**config.mk**
```make
export PLATFORM = sky130hd
export DESIGN_NAME = fp_div_seq
export DESIGN_NICKNAME = d
export VERILOG_FILES = /design/src/rtl/fp_div_seq.sv
export SDC_FILE = /design/constraint.sdc
export NUM_CORES = 1
export LEC_CHECK = 0
export BUFFER_PORTS_ARGS = -buffer_cell sky130_fd_sc_hd__buf_2
export CORE_MARGIN = 2
export CORE_UTILIZATION = 35
export CTS_BUF_LIST = sky130_fd_sc_hd__clkbuf_8
export DETAILED_ROUTE_END_ITERATION = 10
export PLACE_DENSITY_LB_ADDON = 0.12
export SLEW_MARGIN = 20
export SYNTH_ARGS = -nofsm -noshare
export SYNTH_HDL_FRONTEND = slang
export SYNTH_SLANG_ARGS = --single-unit
```
**constraint.sdc**
```tcl
create_clock -name clk -period 8.07 [get_ports clk]
set_input_delay 0.807 -clock clk [delete_from_list [all_inputs] [get_ports clk]]
set_output_delay 0.807 -clock clk [all_outputs]
set_load 0.1 [all_outputs]
```
**src/rtl/fp_div_seq.sv**
```systemverilog
// fp_div_seq: sequential IEEE-754 single-precision divider.
// The mantissa quotient comes from a restoring divider that produces one bit
// per cycle. A single rounding cycle then normalises the quotient and rounds
// it to nearest-even. Denormal operands are flushed to zero.
// Handshake: start is sampled only in IDLE, busy is high while the divide is
// in flight, and done is a one-cycle pulse.
module fp_div_seq #(
  parameter int QBITS = 26
) (
  input  logic        clk,
  input  logic        rst_n,
  input  logic        start,
  input  logic [31:0] a_operand,
  input  logic [31:0] b_operand,
  output logic        busy,
  output logic        done,
  output logic [31:0] result,
  output logic        Exception,
  output logic        Overflow,
  output logic        Underflow,
  output logic        DivByZero
);

  localparam logic [1:0] ST_IDLE   = 2'd0;
  localparam logic [1:0] ST_DIVIDE = 2'd1;
  localparam logic [1:0] ST_ROUND  = 2'd2;
  localparam logic [1:0] ST_DONE   = 2'd3;
  localparam logic [4:0] CNT_LAST  = 5'(QBITS - 1);

  logic [1:0]        state_r;
  logic              sign_r;
  logic [7:0]        ea_r;
  logic [7:0]        eb_r;
  logic [23:0]       mb_r;
  logic [24:0]       rem_r;
  logic [QBITS-1:0]  quo_r;
  logic [4:0]        count_r;
  logic              busy_r;
  logic              done_r;
  logic [31:0]       result_r;
  logic              exc_r;
  logic              ovf_r;
  logic              unf_r;
  logic              dbz_r;

  logic [7:0]        a_exp_s;
  logic [7:0]        b_exp_s;
  logic              spec_exc_s;
  logic              spec_dbz_s;
  logic              spec_zero_s;
  logic              in_sign_s;

  logic              ge_s;
  logic [24:0]       rem_diff_s;
  logic [24:0]       rem_next_s;

  logic [22:0]       mant_s;
  logic              guard_s;
  logic              sticky_s;
  logic signed [9:0] exp_s;
  logic              round_up_s;
  logic [23:0]       mant_inc_s;
  logic signed [9:0] exp_fin_s;
  logic [31:0]       round_result_s;
  logic              round_ovf_s;
  logic              round_unf_s;

  assign a_exp_s     = a_operand[30:23];
  assign b_exp_s     = b_operand[30:23];
  assign spec_exc_s  = (a_exp_s == 8'hFF) || (b_exp_s == 8'hFF);
  assign spec_dbz_s  = (b_exp_s == 8'h00);
  assign spec_zero_s = (a_exp_s == 8'h00);
  assign in_sign_s   = a_operand[31] ^ b_operand[31];

  // One restoring-division step: conditional subtract, then shift the remainder left.
  always_comb begin
    ge_s       = (rem_r >= {1'b0, mb_r});
    rem_diff_s = rem_r;
    if (ge_s) begin
      rem_diff_s = rem_r - {1'b0, mb_r};
    end else begin
      rem_diff_s = rem_r;
    end
    rem_next_s = rem_diff_s << 25'd1;
  end

  // Normalise the quotient, round to nearest-even and classify the exponent range.
  always_comb begin
    mant_s   = 23'd0;
    guard_s  = 1'b0;
    sticky_s = 1'b0;
    exp_s    = 10'sd0;
    if (quo_r[25]) begin
      mant_s   = quo_r[24:2];
      guard_s  = quo_r[1];
      sticky_s = quo_r[0] | (rem_r != 25'd0);
      exp_s    = $signed({2'b00, ea_r}) - $signed({2'b00, eb_r}) + 10'sd127;
    end else begin
      mant_s   = quo_r[23:1];
      guard_s  = quo_r[0];
      sticky_s = (rem_r != 25'd0);
      exp_s    = $signed({2'b00, ea_r}) - $signed({2'b00, eb_r}) + 10'sd126;
    end
    round_up_s = guard_s & (sticky_s | mant_s[0]);
    // A carry out of the 23-bit fraction leaves it all zero and bumps the exponent.
    mant_inc_s = {1'b0, mant_s} + {23'd0, round_up_s};
    exp_fin_s  = exp_s + $signed({9'd0, mant_inc_s[23]});
    round_ovf_s    = 1'b0;
    round_unf_s    = 1'b0;
    round_result_s = 32'd0;
    if (exp_fin_s >= 10'sd255) begin
      round_ovf_s    = 1'b1;
      round_result_s = {sign_r, 8'hFF, 23'd0};
    end else if (exp_fin_s <= 10'sd0) begin
      round_unf_s    = 1'b1;
      round_result_s = {sign_r, 31'd0};
    end else begin
      round_result_s = {sign_r, exp_fin_s[7:0], mant_inc_s[22:0]};
    end
  end

  // Control FSM and datapath registers: accept, iterate, round, report.
  always_ff @(posedge clk or negedge rst_n) begin
    if (!rst_n) begin
      state_r  <= ST_IDLE;
      sign_r   <= 1'b0;
      ea_r     <= 8'd0;
      eb_r     <= 8'd0;
      mb_r     <= 24'd0;
      rem_r    <= 25'd0;
      quo_r    <= '0;
      count_r  <= 5'd0;
      busy_r   <= 1'b0;
      done_r   <= 1'b0;
      result_r <= 32'd0;
      exc_r    <= 1'b0;
      ovf_r    <= 1'b0;
      unf_r    <= 1'b0;
      dbz_r    <= 1'b0;
    end else begin
      case (state_r)
        ST_IDLE: begin
          done_r <= 1'b0;
          if (start) begin
            sign_r  <= in_sign_s;
            ea_r    <= a_exp_s;
            eb_r    <= b_exp_s;
            mb_r    <= {1'b1, b_operand[22:0]};
            rem_r   <= {1'b0, 1'b1, a_operand[22:0]};
            quo_r   <= '0;
            count_r <= 5'd0;
            exc_r   <= 1'b0;
            ovf_r   <= 1'b0;
            unf_r   <= 1'b0;
            dbz_r   <= 1'b0;
            // Special cases resolve immediately; Exception outranks DivByZero.
            if (spec_exc_s) begin
              exc_r    <= 1'b1;
              result_r <= 32'd0;
              done_r   <= 1'b1;
              state_r  <= ST_DONE;
            end else if (spec_dbz_s) begin
              dbz_r    <= 1'b1;
              result_r <= {in_sign_s, 8'hFF, 23'd0};
              done_r   <= 1'b1;
              state_r  <= ST_DONE;
            end else if (spec_zero_s) begin
              result_r <= {in_sign_s, 31'd0};
              done_r   <= 1'b1;
              state_r  <= ST_DONE;
            end else begin
              busy_r  <= 1'b1;
              state_r <= ST_DIVIDE;
            end
          end
        end
        ST_DIVIDE: begin
          rem_r   <= rem_next_s;
          quo_r   <= {quo_r[QBITS-2:0], ge_s};
          count_r <= count_r + 5'd1;
          if (count_r == CNT_LAST) begin
            state_r <= ST_ROUND;
          end
        end
        ST_ROUND: begin
          result_r <= round_result_s;
          ovf_r    <= round_ovf_s;
          unf_r    <= round_unf_s;
          busy_r   <= 1'b0;
          done_r   <= 1'b1;
          state_r  <= ST_DONE;
        end
        ST_DONE: begin
          done_r  <= 1'b0;
          state_r <= ST_IDLE;
        end
        default: begin
          busy_r  <= 1'b0;
          done_r  <= 1'b0;
          state_r <= ST_IDLE;
        end
      endcase
    end
  end

  assign busy      = busy_r;
  assign done      = done_r;
  assign result    = result_r;
  assign Exception = exc_r;
  assign Overflow  = ovf_r;
  assign Underflow = unf_r;
  assign DivByZero = dbz_r;

endmodule

```
After elaboration in Yosys (flattened, before gate mapping)
Index checks and enable logic that the tools add are counted.

word-level totals
  flip-flop bits (word level) = 137
  bits of input ports = 67
  output and inout bits = 38
  word-level logic and storage cells = 98

cells by class
  add/sub/neg operators = 7
  magnitude comparators = 3
  equal/unequal tests = 12
  mux-type cells = 43
  bitwise gates (word level) = 4
  reductions and logical operators = 14

operators with widths
  operator                                                             number
  2-to-1 mux 32 bit                                                    4
  one-hot mux 32 bit (2 select lines)                                  1
  2-to-1 mux 31 bit                                                    2
  one-hot mux 26 bit (2 select lines)                                  1
  one-hot mux 25 bit (2 select lines)                                  1
  2-to-1 mux 26 bit                                                    1
  greater-or-equal comparator 25 x 24 -> 1 bit                         1
  2-to-1 mux 25 bit                                                    1
  nonzero test 25 bit                                                  1
  adder 23 x 1 -> 24 bit                                               1
  2-to-1 mux 24 bit                                                    1
  subtractor 24 bit                                                    1
  2-to-1 mux 23 bit                                                    1
  adder 9 x 8 -> 10 bit (second input constant)                        2
  2-to-1 mux 1 bit                                                     17
  == test 8 bit (second input constant)                                2
  logical NOT 8 bit                                                    2
  adder 10 x 2 -> 10 bit                                               1
  greater-or-equal comparator 10 x 9 -> 1 bit (second input constant)  1
  <= comparator 10 x 1 -> 1 bit (second input constant)                1
  2-to-1 mux 10 bit                                                    1
  2-to-1 mux 2 bit                                                     5
  inequality test 2 bit (second input constant)                        5
  one-hot mux 5 bit (2 select lines)                                   1
  other kinds (20)                                                     28

Logic depth before layout (Yosys ltp)
  depth after elaboration = 11
  mapped depth = 19

Worst setup path before layout
Ideal clock, no wire load.

  path type = register to register
  start point = reg quo_r[25]
  end point = reg result_r[10] (netlist: result[10])
  setup time = 0.069 ns
  arrival time = 4.382 ns
  data required time = 8.001 ns
  setup slack = 3.619 ns
  cell stages (with the launch flop) = 19
  cells stage by stage = dfrtp_1 -> clkbuf_1 -> clkbuf_1 -> buf_1 -> clkbuf_1 -> clkbuf_1 -> buf_1 -> xnor2_1 -> ha_1 -> ha_1 -> and2_4 -> a2111oi_4 -> a22oi_2 -> a31oi_4 -> xnor2_1 -> a41o_1 -> nor4_4 -> buf_6 -> a22o_1

between the ends
  word-level cells in the longest chain between the ends = 9
  elaborated cells on any way between the ends = 13

ends and longest elaborated chain
  what                                                          RTL line  text
  start, declared                                               36        logic [QBITS-1:0] quo_r;
  start signal, assigned                                        179       quo_r <= {quo_r[QBITS-2:0], ge_s};
  2-to-1 mux 1 bit / 2-to-1 mux 23 bit (equally long branches)  93        if (quo_r[25]) begin
  OR 1 bit                                                      104       round_up_s = guard_s & (sticky_s | mant_s[0]);
  bitwise AND 1 bit                                             104
  adder 23 x 1 -> 24 bit                                        106       mant_inc_s = {1'b0, mant_s} + {23'd0, round_up_s};
  adder 10 x 2 -> 10 bit                                        107       exp_fin_s = exp_s + $signed({9'd0, mant_inc_s[23]});
  <= comparator 10 x 1 -> 1 bit                                 114       end else if (exp_fin_s <= 10'sd0) begin
  2-to-1 mux 31 bit                                             114
  2-to-1 mux 31 bit *                                           111       if (exp_fin_s >= 10'sd255) begin
  one-hot mux 32 bit (2 select lines) *                         141       case (state_r)
  end signal, assigned                                          164       result_r <= {in_sign_s, 8'hFF, 23'd0};
  end signal, assigned                                          168       result_r <= {in_sign_s, 31'd0};
  end signal, assigned                                          186       result_r <= round_result_s;
  end, declared                                                 40        logic [31:0] result_r;

Every way passes the cells marked *; elsewhere a longest branch is shown, timed or not.
A chain may end at the register's enable or synchronous reset.

Final worst setup path
  start point = reg quo_r[25]
  end point = reg result_r[7] (netlist: result[7])

The elaborated chain is that of the path after synthesis.

==> summary.md <==
| Metric | Value |
|---|---|
| Post-synthesis xor/xnor area fraction | 7.53% |
| Met1 GRT Util | about 25% |
| Die width | about 160 µm |
| Rows | a little under 60 |
| Setup CP Type | flip-flop to flip-flop |
| Area of the multi-input gates | about 0.005 mm² |
| Routed WL per cell | between 15 and 20 µm |
| Initial drt markers | about 500 |
| Share of cells above drive strength 1 | 20.0% |
| Setup Total Neg Slack | 0 ns |
| Adder-cell share of the synthesized area | under 10% |
| I/O pin total | roughly 110 |
| Initial antenna violation count | 0 |
| Vias in the first global route | 7134 |
| Remaining Overflow, GRT | 0 |
| CTS tree | yes |
| Flops & latches, synth | approximately 140 |
| PortBufs | around 100 |
| Met2 Use GR | between 20 and 30% |
| Reg2reg setup slack | 3.01 ns |
| Largest family of logic cells by synthesized area | compound AO/OA/AOI/OAI gates |
| Via count | a little over 7000 |
| Post-route minimum period | 5.06 ns |
| Detailed-route DRC error count | 0 |
| Synth area leaders | dfrtp_1 (39%), ha_1 (6.2%), mux2_2 (5.2%) |
| Critical path fanouts, max | 31 |
| Crit path DAT | between 5 and 6 ns |
| Crit. End Element | flip-flop |
| Status | completed |
| Final HPWL DP | about 16000 µm |
| Via/cell ratio | around 5 |
| Critical Path RT | 8.45 ns |
| Worst min path class | input pin to async pin |
| Rel. slew slack | about two fifths |
| Total setup buffers inserted after CTS | 0 |
| FF/Latch Area | 0.00343 mm² |
| Critical Path Start Type | flip-flop |
| Commonest non-fill, non-tap cell in the layout | dfrtp_1 |
| Die height | 163 µm |
| CTS Hold Bufs | 0 |
| Synth Warn # | 0 |
| Starting Density | 35.4% |
| First-pass GRT wire length | between 30000 and 40000 µm |
| Final setup fails | 0 |
| Bufs on Longest Clock Path | 2 |
| EDFF count, synth | 0 |
| Worst-Skew Late Latency | 0.45 ns |
| Reg clk slew, reported paths | about 0.080 ns |
| Post-synth cell types | just over 70 |
| Share of the synthesized area in the top cell type | ~39% |
| Clock Sinks | 137 |
| GR Util met3 | between 3 and 4% |
| Die area | approximately 0.027 mm² |
| Post-synthesis mux area share | 7.58% |
| Commonest non-fill, non-tap cells in the layout | dfrtp_1 (136), buf_2 (103), nand2_1 (82), a21oi_1 (69), nor2_1 (65) |
| End of the worst register-to-register path | result[7] |
| Async SR Flop Fraction | 100% |
| Post-synth top flop | dfrtp_1 |
| RSZ-0062 raised after global routing | false |
| N_diodes | 0 |
| Largest net degree at the start of global routing | 78 |
| Compound-Gate Fraction of Synth Area | approximately a fifth |
| Yosys top cell by area | dfrtp_1 |
| Synth Cell Area | just under 0.009 mm² |
| Total wire length | between 20000 and 25000 µm |
| Simple-Gate Fraction of Synth Area | between 10% and 20% |
| Max Slew Vio Count | 0 |
| Final nets | 1147 |
| Maximum clock frequency | between 150 and 200 MHz |
| CTS HTree Levels | 4 |
| Register-to-Register Path Depth | 16 |
| Fill count | between 2000 and 3000 |
| Clock Skews | approximately 0.014 ns |
| Busiest grt layer | met2 |
| Syn Nets | 1062 |
| GP Congestion | around 0.8 |
| DRT antenna net count | 0 |
| Max-cap check violation count | 0 |
| Clk root buf | clkbuf_8 |
| Worst R2R Start | quo_r[25] |
| Final hold violation count | 0 |
| Pre-Repair DR Iteration Count | 4 |
| Syn Inst Count | about 950 |
| Cts bufs inserted | 17 |
| Synthesized area per cell | about 9.3 µm² |
| Worst-Margin Slew | a little under 0.9 ns |
| Post-CTS sizing | 0 |
| Core ar. | roughly 0.025 mm² |
| Seq/Total Area, Yosys | between 30% and 40% |
| Area Growth Syn to Fin | 15.0% |
| Gr usage total | 17.5% |
| Final period util | ~63% |
flip-flops by register name, summed over array words and instances, names as in the netlist, 2 cells and up:
register,count
count_r,5
mb_r,24
eb_r,8
quo_r,26
state_r,2
ea_r,8
rem_r,25
result,32
final cells by class:
cell class	instances	share of cell area, %
tap	330	4.05
multi-input combinational	710	49.6
sequential	137	33.7
clock inverter	15	2.43
timing repair buffer	114	5.98
inverter	54	1.99
clock buffer	17	2.30
cells in the mapped netlist (21+ instances only):
master    instances
dfrtp_1         137
nand2_1          83
a21oi_1          70
nor2_1           66
inv_1            53
o21ai_0          52
ha_1             44
a22o_1           41
clkbuf_1         41
mux2_2           41
xnor2_1          40
xor2_1           27
nand3_1          24
mux2i_1          21
worst max-delay path: stages, from the launching register on:
cell	delay [ns]
dfrtp_2	0.59
nand2b_1	0.28
a21oi_1	0.32
and4_1	0.23
nand4_1	0.30
nor3_1	0.46
o211a_1	0.22
ha_1	0.19
ha_1	0.27
nand2_1	0.10
a211oi_1	0.39
a31oi_4	0.14
xnor2_1	0.14
a41o_1	0.30
nor4_4	0.67
buf_6	0.23
a22o_1	0.13
per-layer routing:
layer | vias up | wire length [µm] | part of all wire (%)
met2 | 109 | 10200 | 45
li1 | 3592 | - | -
met1 | 3381 | 11400 | 51
met3 | 7 | 675 | 3.0
met4 | 0 | 109 | 0.49
met5 | - | 0 | 0
kinds of logic (layout without fill, tap and decap cells):
kind of cell | count (synthesis) | after routing
xor+xnor | 71 | 71
fa+ha+maj | 46 | 46
flops | 137 | 137
mux | 62 | 62
compound gates | 267 | 267
simple gates | 264 | 264
buf+inv | 102 | 200
how the worst max path moves through the flow:
stage	startpoint	to	slack, ns	cells after the start
6_report	quo_r[25]	result[7]	3.01	16
5_1_grt	quo_r[25]	result[18]	2.52	17
4_1_cts	quo_r[25]	result[7]	2.96	16
3_5_place_dp	quo_r[25]	result[16]	3.01	16
3_3_place_gp	quo_r[25]	result[22]	2.92	15
2_1_floorplan	quo_r[25]	result[10]	3.62	18
stage by stage:
step                      util (%)  worst slack [ns]  cells  hold slack (ns)  instance area, µm²
final                         40.7              3.01   1377            0.333               10200
after floorplan                  -              3.62    949            0.418                8860
after global routing          40.7              2.52   1377            0.343               10200
after detailed placement      38.8              3.01   1345            0.439                9710
after global placement        38.7              2.92   1344            0.431                9690
after CTS                     40.7              2.96   1377            0.333               10200
Power is left out: the tool's default activity adds up to more than one toggle a clock period on the data nets, which glitch-free logic cannot reach.
